### src/rtl/instruction_fetch_unit.sv
// instruction_fetch_unit: in-order fetch with redirect flush and a small instruction buffer.
// Define CONFIG_FETCH_PREFETCH_EN for a 2-deep buffer (1 inst/cycle); otherwise it is 1-deep.
module instruction_fetch_unit #(
    parameter logic [31:0] RESET_PC = 32'h0040_0000
) (
    input  logic        clk,
    input  logic        rst_n,
    input  logic        redirect_valid,
    input  logic [31:0] redirect_pc,
    output logic        imem_req_valid,
    input  logic        imem_req_ready,
    output logic [31:0] imem_req_addr,
    input  logic        imem_resp_valid,
    input  logic [31:0] imem_resp_data,
    output logic        inst_valid,
    input  logic        inst_ready,
    output logic [31:0] inst,
    output logic [31:0] inst_pc
);
`ifdef CONFIG_FETCH_PREFETCH_EN
    localparam int DEPTH = 2;
`else
    localparam int DEPTH = 1;
`endif
    localparam int CW = $clog2(DEPTH + 1);
    localparam int OW = CW + 1;
    localparam logic [1:0] BOOT  = 2'd0;
    localparam logic [1:0] FETCH = 2'd1;
    localparam logic [1:0] FLUSH = 2'd2;

    logic [1:0]    state_q, state_d;
    logic [31:0]   pc_q, pc_d;
    logic [31:0]   word_q [DEPTH];
    logic [31:0]   word_d [DEPTH];
    logic [31:0]   epc_q [DEPTH];
    logic [31:0]   epc_d [DEPTH];
    logic [CW-1:0] count_q, count_d, outst_q, outst_d, stale_q, stale_d;
    logic [OW-1:0] occ;
    logic [31:0]   resp_pc;
    logic          deq, acc, resp_in;

    assign inst_valid     = count_q != '0;
    assign inst           = word_q[0];
    assign inst_pc        = epc_q[0];
    assign imem_req_addr  = pc_q;
    assign deq            = inst_valid && inst_ready;
    // Occupancy counts buffered words plus words still in flight, net of this cycle's dequeue.
    assign occ            = OW'(count_q) + OW'(outst_q) - OW'(deq);
    assign imem_req_valid = state_q == FETCH && !redirect_valid && occ < OW'(DEPTH);
    assign acc            = imem_req_valid && imem_req_ready;
    assign resp_in        = imem_resp_valid && state_q != BOOT;
    // Responses are in order, so the oldest in-flight request sits outst_q words behind the fetch PC.
    assign resp_pc        = pc_q - (32'(outst_q) << 2);

    always_comb begin
        state_d = state_q;
        pc_d    = pc_q;
        count_d = count_q;
        outst_d = outst_q;
        stale_d = stale_q;
        word_d  = word_q;
        epc_d   = epc_q;
        if (redirect_valid) begin
            pc_d    = redirect_pc & ~32'd3;
            count_d = '0;
            outst_d = '0;
            stale_d = (state_q == FLUSH ? stale_q : outst_q) - CW'(resp_in);
            state_d = stale_d != '0 ? FLUSH : FETCH;
        end else if (state_q == BOOT) begin
            state_d = FETCH;
        end else if (state_q == FLUSH) begin
            stale_d = stale_q - CW'(resp_in);
            state_d = stale_d == '0 ? FETCH : FLUSH;
        end else begin
            pc_d    = pc_q + (acc ? 32'd4 : 32'd0);
            outst_d = outst_q + CW'(acc) - CW'(resp_in);
            count_d = count_q + CW'(resp_in) - CW'(deq);
            for (int i = 0; i < DEPTH - 1; i++) begin
                if (deq) begin
                    word_d[i] = word_q[(i + 1) % DEPTH];
                    epc_d[i]  = epc_q[(i + 1) % DEPTH];
                end
            end
            for (int i = 0; i < DEPTH; i++) begin
                if (resp_in && CW'(i) == count_q - CW'(deq)) begin
                    word_d[i] = imem_resp_data;
                    epc_d[i]  = resp_pc;
                end
            end
        end
    end

    always_ff @(posedge clk or negedge rst_n) begin
        if (!rst_n) begin
            state_q <= BOOT;
            pc_q    <= RESET_PC;
            count_q <= '0;
            outst_q <= '0;
            stale_q <= '0;
            word_q  <= '{default: '0};
            epc_q   <= '{default: '0};
        end else begin
            state_q <= state_d;
            pc_q    <= pc_d;
            count_q <= count_d;
            outst_q <= outst_d;
            stale_q <= stale_d;
            word_q  <= word_d;
            epc_q   <= epc_d;
        end
    end
endmodule

### config.mk
export PLATFORM = sky130hd
export DESIGN_NAME = instruction_fetch_unit
export DESIGN_NICKNAME = d
export VERILOG_FILES = /design/src/rtl/instruction_fetch_unit.sv
export SDC_FILE = /design/constraint.sdc
export NUM_CORES = 1
export LEC_CHECK = 0
export BUFFER_PORTS_ARGS = -buffer_cell sky130_fd_sc_hd__buf_2
export CORE_AREA = 2 2 94 106
export CTS_CLUSTER_SIZE = 40
export DETAILED_ROUTE_END_ITERATION = 12
export DIE_AREA = 0 0 96 108
export PLACE_DENSITY = 0.89
export SYNTH_ARGS = -nofsm -noshare
export SYNTH_HDL_FRONTEND = slang
export SYNTH_SLANG_ARGS = --single-unit
### constraint.sdc
create_clock -name clk -period 7.6 [get_ports clk]
set_clock_uncertainty 0.05 [all_clocks]
set_input_delay 0.76 -clock clk [delete_from_list [all_inputs] [get_ports clk]]
set_output_delay 0.76 -clock clk [all_outputs]
set_load 0.02 [all_outputs]
## Word level (Yosys, flattened, before mapping)

Index checks and enable logic that the tools add are counted.

| operators by class | value |
|---|---|
| eq/ne operators | 4 |
| add/sub/neg operators | 11 |
| bitwise gates (word level) | 4 |
| multiplexer cells | 19 |
| multipliers | 0 |
| shift operators | 0 |
| reduce and logical (&&, ||, !) cells | 14 |
| div/mod/pow operators | 0 |
| order comparisons | 1 |

Operator list:

| cell | number |
|---|---|
| 32-bit 2-to-1 mux | 3 |
| 32-bit by 3-bit adder with 32-bit output | 1 |
| 32-bit by 3-bit subtractor with 32-bit output | 1 |
| 1-bit 2-to-1 mux | 10 |
| 2-bit 2-to-1 mux | 5 |
| 1-bit logical AND | 6 |
| 1-bit subtractor | 5 |
| 2-bit inequality test, second input constant | 2 |
| 1-bit NOT | 4 |
| 2-bit AND reduction | 2 |
| 4-bit AND reduction | 1 |
| 2-bit nonzero test | 2 |
| 3-bit 2-to-1 mux | 1 |
| 3-bit nonzero test | 1 |
| 1-bit adder | 2 |
| 1-bit by 1-bit adder with 2-bit output | 1 |
| 2-bit by 1-bit == test with 1-bit output, second input constant | 1 |
| 2-bit == test, second input constant | 1 |
| 2-bit zero test | 1 |
| 2-bit by 1-bit less-than comparator with 1-bit output, second input constant | 1 |
| 2-bit by 1-bit subtractor with 2-bit output | 1 |
| 1-bit zero test | 1 |

| storage, ports and cells | value |
|---|---|
| register bits after elaboration | 101 |
| input port bits | 70 |
| output and inout port bits | 98 |
| bits in writable memories | 0 |
| bits in latches | 0 |
| memory bits (read-only) | 0 |
| memories kept | 0 |

## Depth between registers and ports, before layout

| logic depth | value |
|---|---|
| depth in word-level cells | 10 |
| depth in mapped cells | 12 |

## Worst setup path before layout

No wires, ideal clock.

| timing | value |
|---|---|
| kind | input port to flip-flop |
| start | input port inst_ready |
| end | register pc_q[21] (netlist: imem_req_addr[21]) |
| arrival time | 3565 ps |
| setup slack | 3861 ps |
| setup time | 125 ps |
| required time | 7425 ps |
| stages on the path | 12 |
| cell sequence | and2_1 ha_1 inv_1 ha_1 or4b_1 nor3_1 ha_1 nand3_1 nor4_1 nand2_1 xnor2_1 mux2_2 |

| between the ends | value |
|---|---|
| longest elaborated chain between the ends | 10 |

Ends and longest elaborated chain:

| element | line | source |
|---|---|---|
| from (decl) | 16 | `input logic inst_ready,` |
| 1-bit logical AND | 46 | `assign deq = inst_valid && inst_ready;` |
| 2-bit by 1-bit subtractor with 2-bit output | 48 | `assign occ = OW'(count_q) + OW'(outst_q) - OW'(deq);` |
| 2-bit by 1-bit less-than comparator with 1-bit output | 49 | `assign imem_req_valid = state_q == FETCH && !redirect_valid && occ < OW'(DEPTH);` |
| 1-bit logical AND | 49 |  |
| 1-bit logical AND | 50 | `assign acc = imem_req_valid && imem_req_ready;` |
| 3-bit 2-to-1 mux | 75 | `pc_d = pc_q + (acc ? 32'd4 : 32'd0);` |
| 32-bit by 3-bit adder with 32-bit output | 75 |  |
| 32-bit 2-to-1 mux | 71 | `end else if (state_q == FLUSH) begin` |
| 32-bit 2-to-1 mux | 69 | `end else if (state_q == BOOT) begin` |
| 32-bit 2-to-1 mux | 63 | `if (redirect_valid) begin` |
| to (signal assigned) | 104 | `pc_q <= pc_d;` |
| to (decl) | 32 | `logic [31:0] pc_q, pc_d;` |

No other way between the ends. The select of a mux whose other input is x is not followed.
A chain may end at the register's enable or synchronous reset.

## Worst setup path after layout

Ends and elaborated chain as after synthesis.

==> results.toml <==
[timing]
setup_repair_after_global_routing_missed_its_margin = "false"
report.final.slew_viol_count = 0
max-slew-margin-rel_pct = 24.39
setup_tns_ns = 0
setup-violations-final = 0
timing.fmax_mhz = 242.9
final.min_clock_period_ns = 4.118
finalCritPeriodShare_pct = 54.18
finalHoldViolCount = 0
worst_pin_slew_ns = 1.134

[yosys]
synthDominantAreaCellType = "dfrtp_1"
yosysWarningCount = 0
yosys_register_bits = 97
synthesis.area_um2 = 5006
sequential_area_share_after_synthesis_pct = 48.51
netlist.area_leader.share_pct = 47.99
dominantRegCellSynth = "dfrtp_1"
synth_enable_flop_cells = 0
post_synth_main_area_contributors = "dfrtp_1, mux2_2, xor2_1, nand2_1, o21ai_0"
syn_avg_cell_area_um2 = 10.09
ys_async_sr_fraction_pct = 100.0
synthCells = 496
yosysUniqueCellTypes = 49

[outcome]
status = "finished, final reports clean"

[hold_path]
timing.hold.worst.class = "primary input to asynchronous set/reset pin"

[pwr]
cellLeakagePower_nw = 2.725
worst_ir_drop_vdd_uv = 171.5
powerDensity_nw_per_um2 = 326.1

[detailed_routing]
avgViaCountPerCell = 5.373
firstDrtPassIters = 4
finalWirelength_um = 11860
drtIter0Drc = 118
avgRoutedWirePerCell_um = 15.81
count_of_unresolved_drc_violations_after_routing = 0
final_antenna_net_count = 0
vias = 4030

[final_layout]
mostFrequentLayoutCell = "buf_2"
layout.cells.most_common_list = "buf_2, dfrtp_1, nand2_1, o21ai_0, xor2_1"
post_layout_net_count = 704
post_route_cells_drive_above_1_share_pct = 35.07
flow.area_growth_from_synthesis_pct = 18.00
stdcell_count = 750
fin_util_pct = 64.12
antenna_cells_inserted = 0
final.fill_count = 761

[flow_run]
maxCapViolCount = 0

[critical_path]
worst_ep_required_time_ns = 7.80
crit_buf_inv = 2
setup.worst_path.start_class = "primary input"
worstPathArrival_ns = 4.32
worstSetupEndpointType = "flip-flop"
cp_top_family = "simple AND/OR/NAND/NOR gates"
worst_path_most_repeated_cell = "ha_1"
peak_per_stage_delay_on_the_critical_path_ns = 0.80
worstPathCellList = "buf_2 -> and2_1 -> ha_1 -> inv_1 -> ha_1 -> or4b_1 -> nor3_1 -> ha_1 -> nand3_1 -> nor4_1 -> nand2_1 -> xnor2_1 -> mux2_2"
worstPathMaxFanout = 5
timing.setup.critical_path_class = "primary input to flip-flop"
cp_slowest_cell = "nor4_1"

[global_routing]
initial_antenna_violation_count = 0
grt_pass1_vias = 3853
grt_start_max_net_pins = 93
grt.total_usage_pct = 23.80
grt_pass1_wl_um = 19000
global_route.overflow_total = 0

[die]
initial_standard_cell_utilization_of_the_core_pct = 54.34
fp-row-count = 37
top_level_ports = 168
floorplan.die.width_um = 96
die_h_um = 108
fp.dieArea_um2 = 10370
coreArea_um2 = 9213

[placed_design]
placement.io_buffers = 161
routabilityCongestion = 0.8363
detailed_place_hpwl_um = 8723
placed_cells_incl_taps = 734

[clock_tree]
holdBufCountCts = 0
cts.reportedPaths.clkPinSlew_ns = 0.08
clkLatencyLatePin_ns = 0.36
tritoncts = "yes"
clockBufferDepth = 2
clock_sinks = 97
cts.htree.levels = 3
cts-resized-gates = 0
cts_root_buffer = "clkbuf_8"
post-cts-setup-buffer-count = 0
cts_buffers = 9
registers in the layout, summed over array words and instances, names as in the netlist:
name           cells
inst_valid         1
inst              32
stale_q            1
state_q            2
outst_q            1
imem_req_addr     30
inst_pc           30
final cells by class:
| class | count | area, um^2 | area share, % |
|---|---|---|---|
| clock inverter | 3 | 40.04 | 0.6778 |
| tap | 117 | 146.4 | 2.478 |
| sequential | 97 | 2429 | 41.11 |
| multi-input combinational | 351 | 2301 | 38.95 |
| timing repair buffer | 162 | 815.8 | 13.81 |
| clock buffer | 13 | 148.9 | 2.521 |
| inverter | 7 | 26.28 | 0.4448 |
power by group:
part | total [mW] | switching (mW) | internal (mW)
sequential | 0.840 | 0.136 | 0.704
combinational | 0.756 | 0.464 | 0.291
clock | 0.330 | 0.169 | 0.161
total | 1.93 | 0.770 | 1.16
kinds of logic after synthesis:
group / synth area share [%]
and+or+nand+nor: 18.55
DFF: 48.51
AOI/OAI and AO/OA: 6.898
xor gates and xnor gates: 10.50
buffers and inverters: 5.898
muxes: 8.073
adders and majority gates: 1.500
other: 0.07491
Yosys cell counts, drive strengths merged (2+ instances only):
cell type	count
and2	4
nand4	17
ha	6
nand3	21
inv	7
mux2	35
and4	2
nand3b	4
buf	23
xor2	40
xnor2	20
o21ai	59
and3	2
nor4	10
or4	5
nand2b	2
dfrtp	96
clkbuf	19
nor2	17
nand2	74
nor3	16
per-layer routing:
metal,global-route usage (%),vias to the layer above,wire [um]
met4,7.449,0,159
met1,30.34,1920,4879
met3,5.157,15,912
met5,0,-,0
met2,40.23,149,5910
li1,-,1946,-
through the flow:
step	setup WS (ns)	hold WS, ns	cell area (um^2)	power, mW
after floorplan	3.861	0.4144	5017	1.335
after global placement	3.254	0.4084	5718	1.576
after detailed placement	3.102	0.4147	5718	1.620
after CTS	3.494	0.1161	5907	1.952
after global routing	3.255	0.1189	5907	2.060
final	3.482	0.1428	5907	1.926
final timing paths:
check                            from                end  slack, ns  cells after the start
hold reg to reg            inst_pc[4]         inst_pc[4]       0.43                      2
max in group asynchronous       rst_n           inst[30]       6.05                      2
setup / recovery           inst_ready  imem_req_addr[21]       3.48                     13
hold / removal                  rst_n           inst[14]       0.14                      1
min in group clk           inst_pc[4]         inst_pc[4]       0.43                      2
setup reg to reg           inst_valid  imem_req_addr[21]       3.50                     12
No activity file was read; power rests on OpenSTA's default activity.
